===== config.mk =====
export PLATFORM = sky130hd
export DESIGN_NAME = mem_port_arbiter
export DESIGN_NICKNAME = d
export VERILOG_FILES = /design/src/rtl/mem_port_arbiter.sv
export SDC_FILE = /design/constraint.sdc
export NUM_CORES = 1
export LEC_CHECK = 0
export ABC_CLOCK_PERIOD_IN_PS = 1800
export CORE_MARGIN = 2
export CORE_UTILIZATION = 37
export CTS_BUF_LIST = sky130_fd_sc_hd__clkbuf_2
export CTS_CLUSTER_SIZE = 12
export DETAILED_ROUTE_END_ITERATION = 8
export PLACE_DENSITY = 0.79
export SYNTH_ARGS = -nofsm -noshare
export SYNTH_HDL_FRONTEND = slang
export SYNTH_SLANG_ARGS = --single-unit

===== constraint.sdc =====
create_clock -name clk -period 1.8 [get_ports clk]
set_clock_uncertainty 0.1 [all_clocks]
set_input_delay 0.27 -clock clk [delete_from_list [all_inputs] [get_ports clk]]
set_output_delay 0.27 -clock clk [all_outputs]
set_load 0.01 [all_outputs]

===== src/rtl/mem_port_arbiter.sv =====
// mem_port_arbiter: shares one memory port between a CPU port (C) and a loader/debug port (D)
// Ports: clk, reset (sync, active-high)
//   C: c_req/c_we/c_addr/c_wdata in; c_gnt, c_rvalid, c_rdata out
//   D: d_req/d_we/d_addr/d_wdata/d_lock in; d_gnt, d_rvalid, d_rdata out
//   wp_en in, wp_err out (sticky dropped CPU write into the instruction region)
//   memory: Address, Write_data, MemRead, MemWrite out; Mem_data in (combinational read)
module mem_port_arbiter #(
    parameter int MEM_WORD_BITS = 8,
    parameter int INST_WORDS    = 32,
    parameter int MAX_WAIT      = 4
) (
    input  logic        clk,
    input  logic        reset,
    input  logic        c_req,
    input  logic        c_we,
    input  logic [31:0] c_addr,
    input  logic [31:0] c_wdata,
    output logic        c_gnt,
    output logic        c_rvalid,
    output logic [31:0] c_rdata,
    input  logic        d_req,
    input  logic        d_we,
    input  logic [31:0] d_addr,
    input  logic [31:0] d_wdata,
    input  logic        d_lock,
    output logic        d_gnt,
    output logic        d_rvalid,
    output logic [31:0] d_rdata,
    input  logic        wp_en,
    output logic        wp_err,
    output logic [31:0] Address,
    output logic [31:0] Write_data,
    output logic        MemRead,
    output logic        MemWrite,
    input  logic [31:0] Mem_data
);
    localparam int WW = $clog2(MAX_WAIT + 1);
    typedef enum logic {PORT_C = 1'b0, PORT_D = 1'b1} port_t;
    port_t         last_winner, iss_port;
    logic [WW-1:0] wait_cnt;
    logic          iss_v, iss_we, lock_active, wp_hit;
    always_comb begin
        lock_active = last_winner == PORT_D && d_lock && d_req;
        // under lock C only wins once its wait budget is spent; otherwise plain round-robin
        c_gnt       = c_req && (!d_req || (lock_active ? wait_cnt == WW'(MAX_WAIT) : last_winner == PORT_D));
        d_gnt       = d_req && !c_gnt;
        // the issued address lives in Address, so protection is judged on the issue stage
        wp_hit      = iss_port == PORT_C && wp_en &&
                      {1'b0, Address[MEM_WORD_BITS+1:2]} < (MEM_WORD_BITS+1)'(INST_WORDS);
        MemRead     = iss_v && !iss_we;
        MemWrite    = iss_v && iss_we && !wp_hit;
    end
    always_ff @(posedge clk) begin
        if (reset) begin
            last_winner <= PORT_D;
            iss_port    <= PORT_C;
            iss_v       <= 1'b0;
            iss_we      <= 1'b0;
            wait_cnt    <= '0;
            Address     <= '0;
            Write_data  <= '0;
            c_rvalid    <= 1'b0;
            d_rvalid    <= 1'b0;
            c_rdata     <= '0;
            d_rdata     <= '0;
            wp_err      <= 1'b0;
        end else begin
            iss_v <= c_gnt || d_gnt;
            if (c_gnt || d_gnt) begin
                iss_we      <= c_gnt ? c_we : d_we;
                iss_port    <= c_gnt ? PORT_C : PORT_D;
                last_winner <= c_gnt ? PORT_C : PORT_D;
                Address     <= c_gnt ? c_addr : d_addr;
                Write_data  <= c_gnt ? c_wdata : d_wdata;
            end
            wait_cnt <= (c_gnt || !lock_active) ? '0 :
                        (c_req && wait_cnt != WW'(MAX_WAIT)) ? wait_cnt + WW'(1) : wait_cnt;
            c_rvalid <= MemRead && iss_port == PORT_C;
            d_rvalid <= MemRead && iss_port == PORT_D;
            if (MemRead && iss_port == PORT_C) c_rdata <= Mem_data;
            if (MemRead && iss_port == PORT_D) d_rdata <= Mem_data;
            wp_err <= wp_err || (iss_v && iss_we && wp_hit);
        end
    end
endmodule


**Word-level counts from Yosys, hierarchy flattened**

Cells that the tools add are included.

- Register bits after elaboration: 138
- Input port bits: 168
- Output and inout bits: 135
- Logic and storage cells: 45

- $add $sub $neg: 1
- Order comparisons: 1
- Equality and inequality tests: 2
- Muxes and demuxes: 5
- Bitwise gates (word level): 1
- Reductions and logical operators: 23

Operators by type and width:

| operator | number |
|---|---|
| 32-bit 2-to-1 mux | 2 |
| 1-bit logical AND | 13 |
| 8-bit by 6-bit < comparator with 1-bit output, second input constant | 1 |
| 1-bit logical NOT | 5 |
| 1-bit logical OR | 4 |
| 3-bit by 1-bit adder with 3-bit output, second input constant | 1 |
| 3-bit == test, second input constant | 1 |
| 1-bit 2-to-1 mux | 3 |
| 3-bit inequality test, second input constant | 1 |
| 2-bit OR reduction | 1 |
| 1-bit inverter | 1 |

**Logic depth before layout (Yosys ltp)**

- Depth in word-level cells: 8
- Depth in mapped cells: 7
- Gate-level depth less buffers: 5

**Worst setup path before layout**

No wires, ideal clock.

- Path type: register to output
- From: register wait_cnt[0]
- To: output port c_gnt
- Data arrival time: 1.358 ns
- Required time: 1.430 ns
- Setup slack: 0.072 ns
- Stages on the path, launching flop included: 8
- Buffers on the path: 2
- Cells stage by stage: dfxtp_1 inv_1 ha_1 nand2_1 a311o_1 buf_4 buf_6 inv_1

- Cells in the longest elaborated chain, start to end: 4

Ends and longest elaborated chain:

| element | line | source |
|---|---|---|
| start: declaration | 40 | `logic [WW-1:0] wait_cnt;` |
| start signal: assignment | 76 | `wait_cnt <= (c_gnt \|\| !lock_active) ? '0 :` |
| 3-bit == test | 45 | `c_gnt = c_req && (!d_req \|\| (lock_active ? wait_cnt == WW'(MAX_WAIT) : last_winner == PORT_D));` |
| 1-bit 2-to-1 mux | 45 |  |
| 1-bit logical OR | 45 |  |
| 1-bit logical AND | 45 |  |
| end: declaration | 18 | `output logic c_gnt,` |

No other way between the ends.

**Worst setup path in the final report**

Same ends and word-level chain as after synthesis.

==> metrics.csv <==
metric,value,unit
synth_seq_cells,138,
grt_usage,25.80,%
ant_nets,0,
power.density,702.9,nW/um^2
netlist_top_cells_area,"dfxtp_1 48%, a21oi_1 11%, mux2i_1 11%",
synth_warnings,0,
cts_tree,built,
synth-edff-count,0,
drt_wl_total,22.61,mm
hpwl,13.61,mm
rsz0062_at_grt,true,
timing.hold.ws,51.68,ps
drt-initial-drc-count,317,
grt_max_degree,69,
finalCritPeriodShare,125.0,%
violations,negative setup slack,
crit_path_start_kind,register,
seq_area,2922,sq um
syn2layout_area_growth,79.37,%
hp-class,input pin to register,
die_x,129.2,um
syn_inst,625,
grt_overflow,0,
ys_seq_area_share,47.65,%
leakagePower,4.279,nW
most-common-layout-cells,"165 x clkdlybuf4s50_1, 132 x nand2_1, 132 x a21oi_1",
cts_buffers,17,
worst-setup-path-type,register to output pin,
status,"complete, but fails checks",
dieHeight,129.2,um
wl_per_cell,17.93,um
io_pins,303,
gp_congestion,0.7778,
synth_ff_type,dfxtp_1,
place_inst,1113,
path_clk_slew,240,ps
ir_drop,0.4625,mV
antenna_found_initial,3,
synthArstFlopShare,0,%
synth_nets,795,
synthesis.area,5798,sq um
cts.path.max_buffers,2,
clock_latency,730,ps
fin_crit,2251,ps
synth_top_area_share,47.65,%
syn_avg_cell_area,9.277,sq um
max_slew_margin,47.72,%
drc,0,
setup_viol,69,
layout_commonest_cell,clkdlybuf4s50_1,
worstPathMaxFanout,2,
maxCapViolCount,0,
synth_cell_types,30,
n_fill_cell,1101,
drtPass1Iterations,5,
hold_viol_final,0,
num_vias,6507,
cts_num_sinks,138,
core,15260,sq um
dieArea,16690,sq um
num_rows,45,
start_util,38.00,%
h-tree-depth,4,
nNetsFinal,1205,
setup_ws,-450.6,ps
port_buffers,302,
required,1430,ps
max_freq,444.3,MHz
viasPerCell,5.160,
multiInputGateArea,2805,sq um
synth_area_leader_cell,dfxtp_1,
drive_above_1_share,34.73,%
first_global_vias,6405,
fin_cells,1261,
finalMaxSlewViolations,0,
worst_pin_slew,784.2,ps
power,0.007310,W
critPathCaptureType,output pin,
crit_arrival,1880,ps
root_buffer,clkbuf_2,
grt_pass1_wl,33.60,mm
==> power breakdown <==
part	total, W	switching [W]	leakage [nW]	internal [W]
Clock	0.00210	0.00130	0.153	0.000805
Combinational	0.00180	0.000782	2.95	0.00102
Sequential	0.00341	0.000116	1.18	0.00329
Total	0.00731	0.00219	4.28	0.00512
==> worst paths after layout <==
path                                   to  cells past startpoint                     start  slack, ps
hold / removal    Address[3]$_SDFFE_PP0P_                      2                 c_addr[3]         50
setup / recovery                    c_gnt                      6  wait_cnt[0]$_SDFFE_PP0P_       -450
hold reg to reg   d_rdata[7]$_SDFFE_PP0P_                      2   d_rdata[7]$_SDFFE_PP0P_        370
setup reg to reg  Address[4]$_SDFFE_PP0P_                      6  wait_cnt[0]$_SDFFE_PP0P_       -130
==> stage by stage <==
step | TNS (ps) | area, sq um | worst slack, ps | util [%]
5_1_grt | -10350 | 10400 | -545.5 | 68.16
4_1_cts | -4632 | 10590 | -505.6 | 69.41
3_3_place_gp | -21360 | 9189 | -434.9 | 60.22
3_5_place_dp | -22030 | 9189 | -466.1 | 60.22
2_1_floorplan | 0 | 5798 | 71.86 | -
6_report | -6618 | 10400 | -450.6 | 68.16
==> flip-flops by register name, summed over array words and instances (netlist names) <==
name	flops
iss_v	1
Address	32
d_rdata	32
wp_err	1
wait_cnt	3
d_rvalid	1
iss_port	1
c_rdata	32
iss_we	1
Write_data	32
last_winner	1
c_rvalid	1
==> Yosys cell counts (2+ instances only) <==
master	number
nor2_1	7
mux2i_1	66
clkbuf_1	37
nor2b_1	3
buf_6	4
a21boi_0	2
a21oi_1	133
buf_1	3
dfxtp_1	138
ha_1	2
buf_4	3
nand2_1	133
o221a_1	39
buf_2	11
inv_1	4
o221a_2	26
==> worst max-delay path, cell delays in order, from the launching register on <==
cell and delay [ps]:
dfxtp_2 370, inv_2 60, ha_4 140, nand2_2 50, a311o_2 400, inv_2 60, buf_6 90
==> final cells by class <==
cell class              instances  share of cell area (%)
repair buffers                449                   39.51
flip-flops and latches        138                   28.09
multi-input cells             424                   26.97
well taps                     211                   2.538
clock inverters                15                   1.841
clock buffers                  17                  0.8181
inverters                       5                  0.1805
diodes                          2                 0.04812
==> repair_timing <==
item | 4_1_cts | 5_1_grt
pin swaps | 7 | 3
endpoints found under the hold margin | 122 | 2
endpoints found under the setup margin | 200 | 170
gates resized for setup | 433 | 116
setup buffers | 12 | 16
hold buffers | 86 | 2
==> logic make-up after synthesis <==
group	synth area share [%]
buf+inv	5.028
xor+xnor	0.1511
fa+ha+maj	0.4315
compound gates	25.03
flops	47.65
mux	11.39
simple gates	10.32
==> routing by layer <==
layer	track usage, %	wire length [um]	vias up
met2	44.43	11110	313
met3	9.744	2051	44
met4	10.93	695	2
li1	-	-	3080
met1	28.57	8735	3068
met5	0	13	-
No activity file was read; power rests on OpenSTA's default activity.
